--- src/rtl/mac_ip_arp_tx_mux.sv ---
// mac_ip_arp_tx_mux
//   Transmit-side packet mux that feeds the MAC TX framer from two byte
//   streams (IP and ARP). One whole packet is granted at a time. The packet
//   goes out with its ethertype. After each packet's last beat the mux holds
//   a programmable idle gap, so the framer has room for preamble and FCS.
//
//   Parameters
//     P_GAP_CYCLES : idle cycles after a last beat before the next grant
//                    (0 = back-to-back)
//     P_TYPE_IP    : ethertype driven for IP packets
//     P_TYPE_ARP   : ethertype driven for ARP packets
//
//   Optional build macro
//     ARP_PRIORITY_EN : ARP wins every tie in IDLE. There is no round-robin
//                       pointer. A packet in flight is never preempted.
//
//   Ports
//     i_clk, i_rst        : clock, synchronous active-high reset
//     i_ip_*  / o_ip_ready  : IP source stream (valid/ready/last, 8-bit data)
//     i_arp_* / o_arp_ready : ARP source stream
//     o_mac_type/data/valid/last : registered stream to the framer. It shows
//                                  each beat one cycle after acceptance.
module mac_ip_arp_tx_mux #(
  parameter int          P_GAP_CYCLES = 12,
  parameter logic [15:0] P_TYPE_IP    = 16'h0800,
  parameter logic [15:0] P_TYPE_ARP   = 16'h0806
) (
  input  logic        i_clk,
  input  logic        i_rst,
  input  logic [7:0]  i_ip_data,
  input  logic        i_ip_valid,
  input  logic        i_ip_last,
  output logic        o_ip_ready,
  input  logic [7:0]  i_arp_data,
  input  logic        i_arp_valid,
  input  logic        i_arp_last,
  output logic        o_arp_ready,
  output logic [15:0] o_mac_type,
  output logic [7:0]  o_mac_data,
  output logic        o_mac_valid,
  output logic        o_mac_last
);

  typedef enum logic [1:0] {S_IDLE, S_SEND_IP, S_SEND_ARP, S_GAP} state_t;

  localparam int LP_CW = (P_GAP_CYCLES > 1) ? $clog2(P_GAP_CYCLES) : 1;
  localparam logic [LP_CW-1:0] LP_GAP_LAST =
    LP_CW'((P_GAP_CYCLES > 0) ? P_GAP_CYCLES - 1 : 0);

  state_t           r_state, w_state_nxt;
  logic [LP_CW-1:0] r_gap_cnt, w_gap_nxt;
  logic             w_ip_acc, w_arp_acc;
  state_t           w_after_last;

  logic [15:0] r_mac_type;
  logic [7:0]  r_mac_data;
  logic        r_mac_valid;
  logic        r_mac_last;

  // The readies decode straight from the registered state, so they carry no
  // combinational path from the source valids.
  assign o_ip_ready  = (r_state == S_SEND_IP);
  assign o_arp_ready = (r_state == S_SEND_ARP);
  assign w_ip_acc    = o_ip_ready  & i_ip_valid;
  assign w_arp_acc   = o_arp_ready & i_arp_valid;
  assign w_after_last = (P_GAP_CYCLES > 0) ? S_GAP : S_IDLE;

`ifndef ARP_PRIORITY_EN
  // 1 = ARP was granted most recently. The reset value makes the first tie go to ARP.
  logic r_rr_arp, w_rr_nxt;

  always_ff @(posedge i_clk) begin
    if (i_rst) r_rr_arp <= 1'b0;
    else       r_rr_arp <= w_rr_nxt;
  end
`endif

  always_comb begin
    w_state_nxt = r_state;
    w_gap_nxt   = r_gap_cnt;
`ifndef ARP_PRIORITY_EN
    w_rr_nxt    = r_rr_arp;
`endif
    case (r_state)
      S_IDLE: begin
        w_gap_nxt = '0;
`ifdef ARP_PRIORITY_EN
        if (i_arp_valid)     w_state_nxt = S_SEND_ARP;
        else if (i_ip_valid) w_state_nxt = S_SEND_IP;
`else
        if (i_ip_valid && i_arp_valid) begin
          w_state_nxt = r_rr_arp ? S_SEND_IP : S_SEND_ARP;
          w_rr_nxt    = ~r_rr_arp;
        end else if (i_arp_valid) begin
          w_state_nxt = S_SEND_ARP;
          w_rr_nxt    = 1'b1;
        end else if (i_ip_valid) begin
          w_state_nxt = S_SEND_IP;
          w_rr_nxt    = 1'b0;
        end
`endif
      end
      S_SEND_IP: begin
        if (w_ip_acc && i_ip_last) begin
          w_state_nxt = w_after_last;
          w_gap_nxt   = '0;
        end
      end
      S_SEND_ARP: begin
        if (w_arp_acc && i_arp_last) begin
          w_state_nxt = w_after_last;
          w_gap_nxt   = '0;
        end
      end
      S_GAP: begin
        // Source valids are ignored here. The gap length is fixed.
        if (r_gap_cnt == LP_GAP_LAST) begin
          w_state_nxt = S_IDLE;
          w_gap_nxt   = '0;
        end else begin
          w_gap_nxt   = r_gap_cnt + 1'b1;
        end
      end
      default: w_state_nxt = S_IDLE;
    endcase
  end

  always_ff @(posedge i_clk) begin
    if (i_rst) begin
      r_state   <= S_IDLE;
      r_gap_cnt <= '0;
    end else begin
      r_state   <= w_state_nxt;
      r_gap_cnt <= w_gap_nxt;
    end
  end

  // Output register. On a bubble, type holds only while the grant is still
  // in SEND. Once the state has left SEND (the beat after last) it clears.
  always_ff @(posedge i_clk) begin
    if (i_rst) begin
      r_mac_type  <= '0;
      r_mac_data  <= '0;
      r_mac_valid <= 1'b0;
      r_mac_last  <= 1'b0;
    end else if (w_ip_acc) begin
      r_mac_type  <= P_TYPE_IP;
      r_mac_data  <= i_ip_data;
      r_mac_valid <= 1'b1;
      r_mac_last  <= i_ip_last;
    end else if (w_arp_acc) begin
      r_mac_type  <= P_TYPE_ARP;
      r_mac_data  <= i_arp_data;
      r_mac_valid <= 1'b1;
      r_mac_last  <= i_arp_last;
    end else begin
      r_mac_data  <= '0;
      r_mac_valid <= 1'b0;
      r_mac_last  <= 1'b0;
      if (r_state != S_SEND_IP && r_state != S_SEND_ARP) r_mac_type <= '0;
    end
  end

  assign o_mac_type  = r_mac_type;
  assign o_mac_data  = r_mac_data;
  assign o_mac_valid = r_mac_valid;
  assign o_mac_last  = r_mac_last;

endmodule

--- config.mk ---
export PLATFORM = sky130hd
export DESIGN_NAME = mac_ip_arp_tx_mux
export DESIGN_NICKNAME = d
export VERILOG_FILES = /design/src/rtl/mac_ip_arp_tx_mux.sv
export SDC_FILE = /design/constraint.sdc
export NUM_CORES = 1
export LEC_CHECK = 0
export ABC_AREA = 1
export BUFFER_PORTS_ARGS = -buffer_cell sky130_fd_sc_hd__buf_2
export CORE_MARGIN = 2
export CORE_UTILIZATION = 46
export CTS_BUF_LIST = sky130_fd_sc_hd__clkbuf_4 sky130_fd_sc_hd__clkbuf_8 sky130_fd_sc_hd__clkbuf_16
export DETAILED_ROUTE_END_ITERATION = 10
export HOLD_SLACK_MARGIN = 0.08
export PLACE_DENSITY = 0.81
export SLEW_MARGIN = 20
export SYNTH_ARGS = -nofsm -noshare
export SYNTH_HDL_FRONTEND = slang
export SYNTH_SLANG_ARGS = --single-unit
--- constraint.sdc ---
create_clock -name i_clk -period 3.6 [get_ports i_clk]
set_clock_uncertainty 0.2 [all_clocks]
set_input_delay 0.36 -clock i_clk [delete_from_list [all_inputs] [get_ports i_clk]]
set_output_delay 0.36 -clock i_clk [all_outputs]
set_load 0.02 [all_outputs]
==> parameters.txt, run 1 <==
Parameter                              Value

Timing
  Final-report max-slew violation count    0
  Number of failing setup endpoints in the final timing report    0
  Setup Total Neg Slack    0 ns
  Setup repair after global routing missed its margin    false
  Number of failing hold endpoints at the final stage    0
  Final period utilization    0.4993
  Final critical-path setup slack    approximately 1.8 ns
  Min Clock Period, post-route    between 1.5 and 2 ns
  Max Freq    between 500 and 600 MHz

Global route
  Initial antenna violation count    0
  Number of global-route vias before repair    a little under 900
  Global-route total usage across every layer    0.1827
  Pin count of the biggest net entering global routing    14
  Gr ovfl total    0
  Wire length of the first global-routing pass    between 3 and 4 mm

Synth
  Basic-gate share of the synthesized area counting and, or, nand and nor cells    0.2835
  Share of synthesized registers carrying an async set or reset    0
  Number of enable-type register cells in the synthesized netlist    0
  Cell type with the largest total area after synthesis    sky130_fd_sc_hd__dfxtp_1
  Syn Std Cell Area    between 0.001 and 0.0015 mm2
  Most used flip-flop cell after synthesis    sky130_fd_sc_hd__dfxtp_1
  Gate count after technology mapping    about 150
  Synthesized-area fraction occupied by ao, oa, aoi and oai cells    0.1071
  Mean area per synthesized cell    6.949 um2
  Dominant combinational cell family by area after synthesis    simple AND/OR/NAND/NOR gates
  Number of distinct library cell variants in the gate-level netlist after synthesis    18
  Synth warnings    0
  Portion of synthesized cell area occupied by the leading cell type    0.3698
  Flip-flop and latch count after synthesis    19
  Largest cells by area after synthesis    sky130_fd_sc_hd__dfxtp_1, sky130_fd_sc_hd__nand2_1, sky130_fd_sc_hd__buf_4
  Multiplexer area fraction after synthesis    0
  Xor/xnor cell area share of the yosys netlist    0
  Sequential area share after synthesis    0.3698
  Adder-cell area share of the yosys netlist    0.06083

Floorplanning
  Total number of placement rows    17
  Width of the die    about 50 um
  Die boundary height    51.29 um
  Total die area    approximately 0.0026 mm2
  Area inside the core boundary    around 0.0022 mm2
  Total I/O pin count    50
  Starting Density    0.4740

Cells and area
  Layout Utilization    0.5750
  Filler instances    ~210
  Most common library cell in the layout ignoring fill and taps    sky130_fd_sc_hd__nand2_1
  ANT cells    0
  Layout Area Growth over Synthesis    21.29%
  Count of placed standard cells in the final layout, fillers left out    217
  Area occupied by multi-input gates    around 510 um2
  Net count of the finished layout    217
  Fraction of final layout cells with drive strength greater than 1    0.2434
  Highest-count cells in the layout ignoring fill and taps    sky130_fd_sc_hd__nand2_1, sky130_fd_sc_hd__buf_2, sky130_fd_sc_hd__dfxtp_1
  Register Area    ~380 um2

Routing
  Total via count in the routed design    ~1000
  Average detailed-routed wire length per instance    10.63 um
  Vias/cell    between 4 and 5
  Wire length reported by the detailed router    2.306 mm
  First-pass DRT Iterations    4
  Post-DRT Antenna Nets    0
  DRC errors left    0
  Initial DRC Count    20

Worst setup path
  Critical Path Slowest Stage Cell    sky130_fd_sc_hd__dlygate4sd3_1
  Setup slack of the most critical reg-to-reg path    slightly below 2 ns
  Endpoint of the lowest-slack register-to-register path    o_mac_data[3]
  Startpoint of the lowest-slack register-to-register path    r_state[0]
  Delay of the slowest critical-path stage    0.53 ns
  Crit. End Element    flop
  Critical path launch point type    input port
  Type of the worst setup path    in2reg
  Cell family contributing the most delay on the critical path    buffers and inverters
  Crit Path Max Fanout    13
  Critical Path RT    3.64 ns
  Length in cells of the worst reg-to-reg path    6
  Worst endpoint data arrival time    1.84 ns
  Cell chain of the critical path    dlygate4sd3_1 > buf_2 > inv_1 > nand2_1 > o21ai_0
  Sum of buffers and inverters on the critical path    3

Pwr
  Cell leakage power    roughly 0.64 nW
  Switching component of the power    just over 0.3 mW
  Internal portion of total power    ~0.39 mW
  Clock network power share    0.166
  Share of total power in combinational logic    0.446
  Switching part of the total power    0.4340
  Pwr Density    about 560 mW/mm2
  Maximum ir drop on the vdd rail    between 0.2 and 0.3 mV
  Total chip power    roughly 0.70 mW
  Register share of total power    0.387

Clocking
  Post-CTS Setup Repair Bufs    0
  Maximum number of buffers from clock root to sink    2
  Number of buffers added by the clock tree synthesis step    3
  CTS root buffer    sky130_fd_sc_hd__clkbuf_4
  Clock insertion delay at the later pin of the skew report    around 0.31 ns
  CTS tree    done
  Clk pin slew, worst setup/hold paths    roughly 0.11 ns
  CTS H-Tree Depth    1
  Clk sink count    19

Placed design
  Number of buffer cells added on primary ports    36
  Count of placed standard cells including taps    approximately 210
  Placer's final routability congestion estimate    0.8331
  Placement-stage worst setup slack    2.031 ns
  Detailed-placement wirelength estimate    between 1.5 and 2 mm

Min path
  Number of instances on the worst hold path    3
  Type of the tightest min-delay check    in2reg
  Hold path start    i_arp_data[2]
  Hold worst-path end    o_mac_data[2]

Status
  Status    completed

Job
  Max-cap violations    0
## state kept, by name, summed over array words and instances (netlist names)
signal / flops
r_gap_cnt: 4
o_mac_data: 8
o_mac_type: 2
r_state: 2
r_rr_arp: 1
o_mac_last: 1
o_mac_valid: 1
## cells by family after synthesis
family	count (synthesis)
and+or+nand+nor	69
buffers and inverters	34
AOI/OAI and AO/OA	20
DFF	19
adders and majority gates	5
other	1
## layer usage
metal	vias up	part of all wire	GRT usage
met3	7	0.033	0.02047
met4	0	0.032	0.1316
li1	521	-	-
met1	446	0.40	0.1938
met5	-	0	0
met2	25	0.53	0.3312
## area by class of cell
| class | instances | share of cell area |
|---|---|---|
| Sequential cell | 19 | 0.3049 |
| Tap cell | 28 | 0.02808 |
| Timing Repair Buffer | 40 | 0.1765 |
| Inverter | 19 | 0.05717 |
| Clock buffer | 3 | 0.01805 |
| Multi-Input combinational cell | 107 | 0.4112 |
| Clock inverter | 1 | 0.004012 |
## how the worst max path moves through the flow
stage               startpoint            end  slack (ns)  cells past startpoint
detailed placement       i_rst  o_mac_data[5]        2.03                      4
global placement    r_state[1]   r_gap_cnt[2]        2.07                      7
finish                   i_rst     o_mac_last        1.80                      5
CTS                      i_rst  o_mac_data[5]        1.82                      5
global route             i_rst  o_mac_data[4]        1.71                      5
floorplan           r_state[0]   r_gap_cnt[2]        2.06                      9
## power by group through the flow
stage / sequential [mW] / combinational [mW] / clock (mW)
floorplan: 0.299 / 0.211 / 0
global placement: 0.272 / 0.298 / 0
detailed placement: 0.275 / 0.304 / 0
CTS: 0.270 / 0.310 / 0.117
global route: 0.274 / 0.349 / 0.122
finish: 0.270 / 0.312 / 0.116
## tightest hold or removal path, delay by kind of cell
family / cells / cell delay, ns
AOI/OAI and AO/OA: 1 / 0.06
and+or+nand+nor: 1 / 0.05
buffers and inverters: 1 / 0.10
## timing repair
action / CTS / global route
hold buffers: 4 / 0
resized for setup: 0 / 0
hold endpoints to repair: 8 / 0
## per-stage QoR
step | instance area (um2) | hold slack (ns)
3_5_place_dp | 1180 | 0.2640
2_1_floorplan | 1074 | 0.2291
4_1_cts | 1247 | 0.08545
5_1_grt | 1247 | 0.09379
3_3_place_gp | 1180 | 0.2483
6_report | 1247 | 0.08699
## Yosys cell counts, types with 2 or more instances
library cell,count
sky130_fd_sc_hd__a21oi_1,7
sky130_fd_sc_hd__buf_4,14
sky130_fd_sc_hd__clkinv_1,2
sky130_fd_sc_hd__dfxtp_1,19
sky130_fd_sc_hd__ha_1,5
sky130_fd_sc_hd__inv_1,16
sky130_fd_sc_hd__nand2_1,37
sky130_fd_sc_hd__nand3_1,16
sky130_fd_sc_hd__nor2_1,13
sky130_fd_sc_hd__nor2_2,2
sky130_fd_sc_hd__o21ai_0,10
No activity file was read; power rests on OpenSTA's default activity.
==> run 2, diff against run 1 <==
--- a/config.mk
+++ b/config.mk
@@ -8,11 +8,11 @@
 export ABC_AREA = 1
 export BUFFER_PORTS_ARGS = -buffer_cell sky130_fd_sc_hd__buf_2
 export CORE_MARGIN = 2
-export CORE_UTILIZATION = 46
+export CORE_UTILIZATION = 40
 export CTS_BUF_LIST = sky130_fd_sc_hd__clkbuf_4 sky130_fd_sc_hd__clkbuf_8 sky130_fd_sc_hd__clkbuf_16
 export DETAILED_ROUTE_END_ITERATION = 10
 export HOLD_SLACK_MARGIN = 0.08
-export PLACE_DENSITY = 0.81
+export PLACE_DENSITY = 0.75
 export SLEW_MARGIN = 20
 export SYNTH_ARGS = -nofsm -noshare
 export SYNTH_HDL_FRONTEND = slang
==> constraint.sdc (replaced) <==
create_clock -name i_clk -period 1.45 [get_ports i_clk]
set_clock_uncertainty 0.2 [all_clocks]
set_input_delay 0.145 -clock i_clk [delete_from_list [all_inputs] [get_ports i_clk]]
set_output_delay 0.145 -clock i_clk [all_outputs]
set_load 0.02 [all_outputs]
==> run 2 against run 1 <==
- non-clock buffer count is 28 higher
- register-to-register slack got worse by 2.1 ns
- clock power rose by 150%
- the run now ends with setup timing left
- first-iteration DRC count grew 80%
- sequential share of layout area decreased by 6.7 points
- largest cell class unchanged
- global-route usage rose by 2.7 points
- worst hold slack better by 0.19 ns
- critical path type is now reg2reg
- sequential power rose to 2.6 times the previous value
==> parameters.txt, run 2 (synthesized netlist as in run 1, its figures left out) <==
Parameter                              Value

Status
  Status    finished, violations left
  Failing checks    setup timing

Placed design
  Count of placed standard cells including taps    220
  Detailed-placement wirelength estimate    approximately 1.6 mm
  Placer's final routability congestion estimate    around 0.75
  Number of buffer cells added on primary ports    36

Worst setup path
  Critical Path Slowest Stage Cell    sky130_fd_sc_hd__dfxtp_4
  Crit path from    r_state[1]
  Setup slack of the most critical reg-to-reg path    -0.09 ns
  Critical Path RT    1.47 ns
  Worst setup path end    r_state[0]
  Crit Path Max Fanout    3
  Startpoint of the lowest-slack register-to-register path    r_state[1]
  Cell count along the critical path    8
  Cell family contributing the most delay on the critical path    flip-flops
  Endpoint of the lowest-slack register-to-register path    r_state[0]
  Type of the worst setup path    reg2reg
  Sum of buffers and inverters on the critical path    2
  Length in cells of the worst reg-to-reg path    8
  Cell chain of the critical path    buf_6 > ha_4 > inv_2 > a21oi_4 > a21oi_1 > nand3_1 > nand2_1 > nor2_1
  Critical path launch point type    flop
  Crit. End Element    flop
  Delay of the slowest critical-path stage    0.38 ns
  Worst endpoint data arrival time    around 1.6 ns

Routing
  Post-DRT Antenna Nets    0
  Vias/cell    ~4.7
  Total via count in the routed design    about 1200
  Initial DRC Count    36
  Wire length reported by the detailed router    roughly 3.2 mm
  DRC errors left    0
  First-pass DRT Iterations    4
  Average detailed-routed wire length per instance    ~13 um

Cells and area
  ANT cells    0
  Most common library cell in the layout ignoring fill and taps    sky130_fd_sc_hd__buf_2
  Max reg flops    8
  Count of placed standard cells in the final layout, fillers left out    roughly 250
  Highest-count cells in the layout ignoring fill and taps    sky130_fd_sc_hd__buf_2, sky130_fd_sc_hd__nand2_1, sky130_fd_sc_hd__dlygate4sd3_1
  Net count of the finished layout    ~250
  Fraction of final layout cells with drive strength greater than 1    0.3733
  Layout Area Growth over Synthesis    58.64%
  Layout Utilization    0.6646

Pwr
  Cell leakage power    0.7939 nW
  Pwr Density    ~1400 mW/mm2
  Maximum ir drop on the vdd rail    approximately 0.9 mV
  Total chip power    ~2.2 mW

Global route
  Wire length of the first global-routing pass    ~4.4 mm
  Global-route total usage across every layer    0.2101
  Number of global-route vias before repair    1019
  Gr ovfl total    0
  Pin count of the biggest net entering global routing    13
  Initial antenna violation count    0

Clocking
  CTS H-Tree Depth    1
  Number of buffers added by the clock tree synthesis step    3
  CTS root buffer    sky130_fd_sc_hd__clkbuf_4
  Clk pin slew, worst setup/hold paths    0.12 ns
  Clock insertion delay at the later pin of the skew report    around 0.31 ns
  CTS tree    done
  Maximum number of buffers from clock root to sink    2
  Clk sink count    19

Floorplanning
  Total number of placement rows    18
  Total die area    0.002993 mm2
  Starting Density    0.4190
  Area inside the core boundary    roughly 0.0025 mm2
  Die boundary height    between 50 and 60 um
  Width of the die    ~55 um
  Total I/O pin count    50

Min path
  Hold path start    r_rr_arp
  Type of the tightest min-delay check    reg2reg

Timing
  Max Freq    about 650 MHz
  Setup repair after global routing missed its margin    true
  Number of failing setup endpoints in the final timing report    4
  Final critical-path setup slack    -0.09370 ns
  Final period utilization    1.065
  Setup Total Neg Slack    -0.1978 ns
  Final-report max-slew violation count    0
  Worst hold margin    0.2735 ns
  Min Clock Period, post-route    approximately 1.5 ns
  Number of failing hold endpoints at the final stage    0

Job
  Max-cap violations    0
-- run 2: changes by cell type in the layout (fill, tap and decap cells not counted), sizes merged --
cell         previous run  this run
buf                    36        47
clkinv                  3         1
inv                    17        19
dlygate4sd3             4        21
-- run 2: per-stage QoR --
| step | cell area (um2) | setup WS (ns) |
|---|---|---|
| after floorplan | 1090 | -0.01200 |
| after global placement | 1266 | -0.05672 |
| after detailed placement | 1266 | -0.08871 |
| after CTS | 1578 | -0.03214 |
| after global routing | 1632 | -0.1400 |
| final | 1632 | -0.09370 |
-- run 2: metal layers --
metal	part of all wire	up-vias	global-route usage
li1	-	576	-
met1	0.37	498	0.2255
met2	0.50	70	0.3611
met3	0.060	22	0.03825
met4	0.069	0	0.1583
met5	0	-	0
-- run 2: worst min-delay path by stage --
| stage | cells after the start | end | slack, ns |
|---|---|---|---|
| final | 2 | r_rr_arp | 0.27 |
| after detailed placement | 3 | o_mac_data[0] | 0.18 |
| after floorplan | 1 | o_mac_type[11] | 0.01 |
| after global routing | 2 | r_rr_arp | 0.29 |
| after CTS | 2 | r_rr_arp | 0.27 |
| after global placement | 3 | o_mac_data[4] | 0.18 |
-- run 2: layout make-up --
cell class,count,area (um2)
clock buffers,3,22.52
well taps,30,37.54
flip-flops and latches,19,387.9
repair buffers,68,493.0
clock inverters,1,5.005
inverters,19,78.83
fillers,196,823.3
multi-input cells,107,606.8
-- run 2: tightest hold or removal path, delay by kind of cell (launching register included) --
| kind | cells | cell delay (ns) |
|---|---|---|
| compound gates | 1 | 0.05 |
| flops | 1 | 0.33 |
| simple gates | 1 | 0.06 |
-- run 2: repair_timing --
item | in CTS | in global routing
hold buffers | 21 | 0
buffers inserted | 2 | 0
endpoints found under the setup margin | 17 | 19
hold endpoints to repair | 15 | 0
pin swaps | 2 | 8
gates resized for setup | 15 | 23
-- run 2: power by group --
part	switching, mW	internal, mW
registers	0.0666	0.628
clock network	0.183	0.103
logic	0.705	0.540
total	0.954	1.27
==> run 3, diff against run 2 <==
--- a/config.mk
+++ b/config.mk
@@ -12,7 +12,7 @@
 export CTS_BUF_LIST = sky130_fd_sc_hd__clkbuf_4 sky130_fd_sc_hd__clkbuf_8 sky130_fd_sc_hd__clkbuf_16
 export DETAILED_ROUTE_END_ITERATION = 10
 export HOLD_SLACK_MARGIN = 0.08
-export PLACE_DENSITY = 0.75
+export PLACE_DENSITY_LB_ADDON = 0.3
 export SLEW_MARGIN = 20
 export SYNTH_ARGS = -nofsm -noshare
 export SYNTH_HDL_FRONTEND = slang
==> run 3 against run 2 <==
- register-to-register slack improved by 0.07 ns
- final cell count is 0.81% lower
- non-clock buffer count down 3
- core utilization shrank 2.8 points
- sequential share of layout area grew 1.0 points
- worst setup slack better by 0.029 ns
- critical path depth down 4
- flip-flop and latch count unchanged
- clock power barely moved
- worst hold slack worse by 0.014 ns
- the run still ends with setup timing left
==> parameters.txt, run 3 (synthesized netlist as in run 1, its figures left out) <==
Parameter                              Value

Worst setup path
  Crit Path Max Fanout    3
  Crit. End Element    output pin
  Worst endpoint data arrival time    1.17 ns
  Critical path launch point type    flop
  Type of the worst setup path    reg2out
  Critical Path RT    about 1.1 ns

Floorplanning
  Die boundary height    around 55 um
  Total die area    0.002993 mm2
  Starting Density    0.4190
  Area inside the core boundary    0.002455 mm2
  Total number of placement rows    18
  Total I/O pin count    50
  Width of the die    54.71 um

Cells and area
  Fraction of final layout cells with drive strength greater than 1    0.3302
  Final instance area    between 0.0015 and 0.002 mm2
  Layout Area Growth over Synthesis    52.07%
  Filler instances    219
  Net count of the finished layout    between 200 and 250
  Max reg flops    8
  Highest-count cells in the layout ignoring fill and taps    sky130_fd_sc_hd__nand2_1, sky130_fd_sc_hd__buf_2, sky130_fd_sc_hd__dlygate4sd3_1
  ANT cells    0
  Count of placed standard cells in the final layout, fillers left out    about 250

Global route
  Wire length of the first global-routing pass    slightly above 4 mm
  Pin count of the biggest net entering global routing    12
  Global-route total usage across every layer    0.1904
  Initial antenna violation count    0
  Number of global-route vias before repair    ~970
  Gr ovfl total    0

Timing
  Number of failing hold endpoints at the final stage    0
  Final period utilization    1.045
  Min Clock Period, post-route    around 1.5 ns
  Final-report max-slew violation count    0
  Worst hold margin    roughly 0.26 ns
  Final critical-path setup slack    -0.06501 ns
  Number of failing setup endpoints in the final timing report    5
  Setup repair after global routing missed its margin    true
  Max Freq    about 660 MHz

Placed design
  Placer's final routability congestion estimate    about 0.84
  Count of placed standard cells including taps    218
  Dpl cell area    0.001251 mm2
  Detailed-placement wirelength estimate    roughly 1.8 mm
  Number of buffer cells added on primary ports    36

Clocking
  Clock insertion delay at the later pin of the skew report    approximately 0.31 ns
  CTS H-Tree Depth    1
  Maximum number of buffers from clock root to sink    2
  Number of buffers added by the clock tree synthesis step    3
  Clk pin slew, worst setup/hold paths    between 0.1 and 0.15 ns
  CTS root buffer    sky130_fd_sc_hd__clkbuf_4
  Clk sink count    19
  CTS tree    done

Pwr
  Cell leakage power    between 0.7 and 0.8 nW
  Pwr Density    1297 mW/mm2
  Maximum ir drop on the vdd rail    ~0.99 mV
  Total chip power    roughly 2.0 mW

Status
  Failing checks    setup timing
  Status    finished, violations left

Routing
  DRC errors left    0
  Initial DRC Count    31
  First-pass DRT Iterations    4
  Total via count in the routed design    1113
  Average detailed-routed wire length per instance    about 11 um
  Post-DRT Antenna Nets    0
  Vias/cell    about 4.5
  Wire length reported by the detailed router    ~2.8 mm

Min path
  Type of the tightest min-delay check    reg2reg

Job
  Max-cap violations    0
## run 3: cell count changes in the layout (fill, tap and decap cells not counted), moves of 2 or more
cell                         change
sky130_fd_sc_hd__inv_1           +2
sky130_fd_sc_hd__o21ai_0         +2
sky130_fd_sc_hd__inv_2           -2
sky130_fd_sc_hd__nand2_1         +3
sky130_fd_sc_hd__nand2_2         -2
sky130_fd_sc_hd__clkinvlp_4      +2
sky130_fd_sc_hd__buf_6           -2
sky130_fd_sc_hd__o21ai_1         -2
## run 3: per-stage QoR
stage | setup TNS (ns) | utilization | setup WS [ns]
4_1_cts | -0.09972 | 0.6208 | -0.04088
6_report | -0.1235 | 0.6371 | -0.06501
3_5_place_dp | -0.3512 | 0.5097 | -0.05053
2_1_floorplan | -0.01200 | - | -0.01200
3_3_place_gp | -0.06773 | 0.5097 | -0.04043
5_1_grt | -0.8311 | 0.6371 | -0.1009
## run 3: final timing paths
kind,start,endpoint,slack (ns),depth (start not counted)
setup / recovery,r_state[1],o_ip_ready,-0.07,4
hold / removal,o_mac_type[11],o_mac_type[11],0.26,2
setup reg to reg,r_state[1],r_gap_cnt[3],-0.02,8
hold reg to reg,o_mac_type[11],o_mac_type[11],0.26,2
## run 3: routing by layer
layer  GRT usage  wire length, um  vias up
li1            -                -      573
met1      0.2446             1187      499
met2      0.2956             1433       30
met3     0.02186               80       11
met4      0.1292               89        0
met5           0                0        -
## run 3: critical path: stages (launching register included)
cell and delay, ns:
sky130_fd_sc_hd__dfxtp_4 0.36, sky130_fd_sc_hd__inv_2 0.07, sky130_fd_sc_hd__ha_2 0.19, sky130_fd_sc_hd__buf_4 0.12, sky130_fd_sc_hd__buf_6 0.11
## run 3: cell type report
class                           count  area (um2)  area share
Tap cell                           30       37.54     0.02400
Clock inverter                      1       5.005    0.003200
Sequential cell                    19       387.9      0.2480
Inverter                           19       80.08     0.05120
Clock buffer                        3       22.52     0.01440
Timing Repair Buffer               65       462.9      0.2960
Multi-Input combinational cell    107       560.5      0.3584
Timing Repair inverter              1       7.507    0.004800
## run 3: report_power, final
part | switching [mW] | internal [mW] | leakage [nW]
registers | 0.0464 | 0.627 | 0.156
logic | 0.611 | 0.462 | 0.589
clock network | 0.180 | 0.103 | 0.0177
total | 0.837 | 1.19 | 0.762
## run 3: timing repair
item / CTS / global route
resized for setup: 11 / 11
endpoints found under the setup margin: 16 / 17
pin swaps: 2 / 2
endpoints found under the hold margin: 16 / 0
buffers inserted: 1 / 0
gates cloned: 0 / 1
hold buffers: 21 / 0
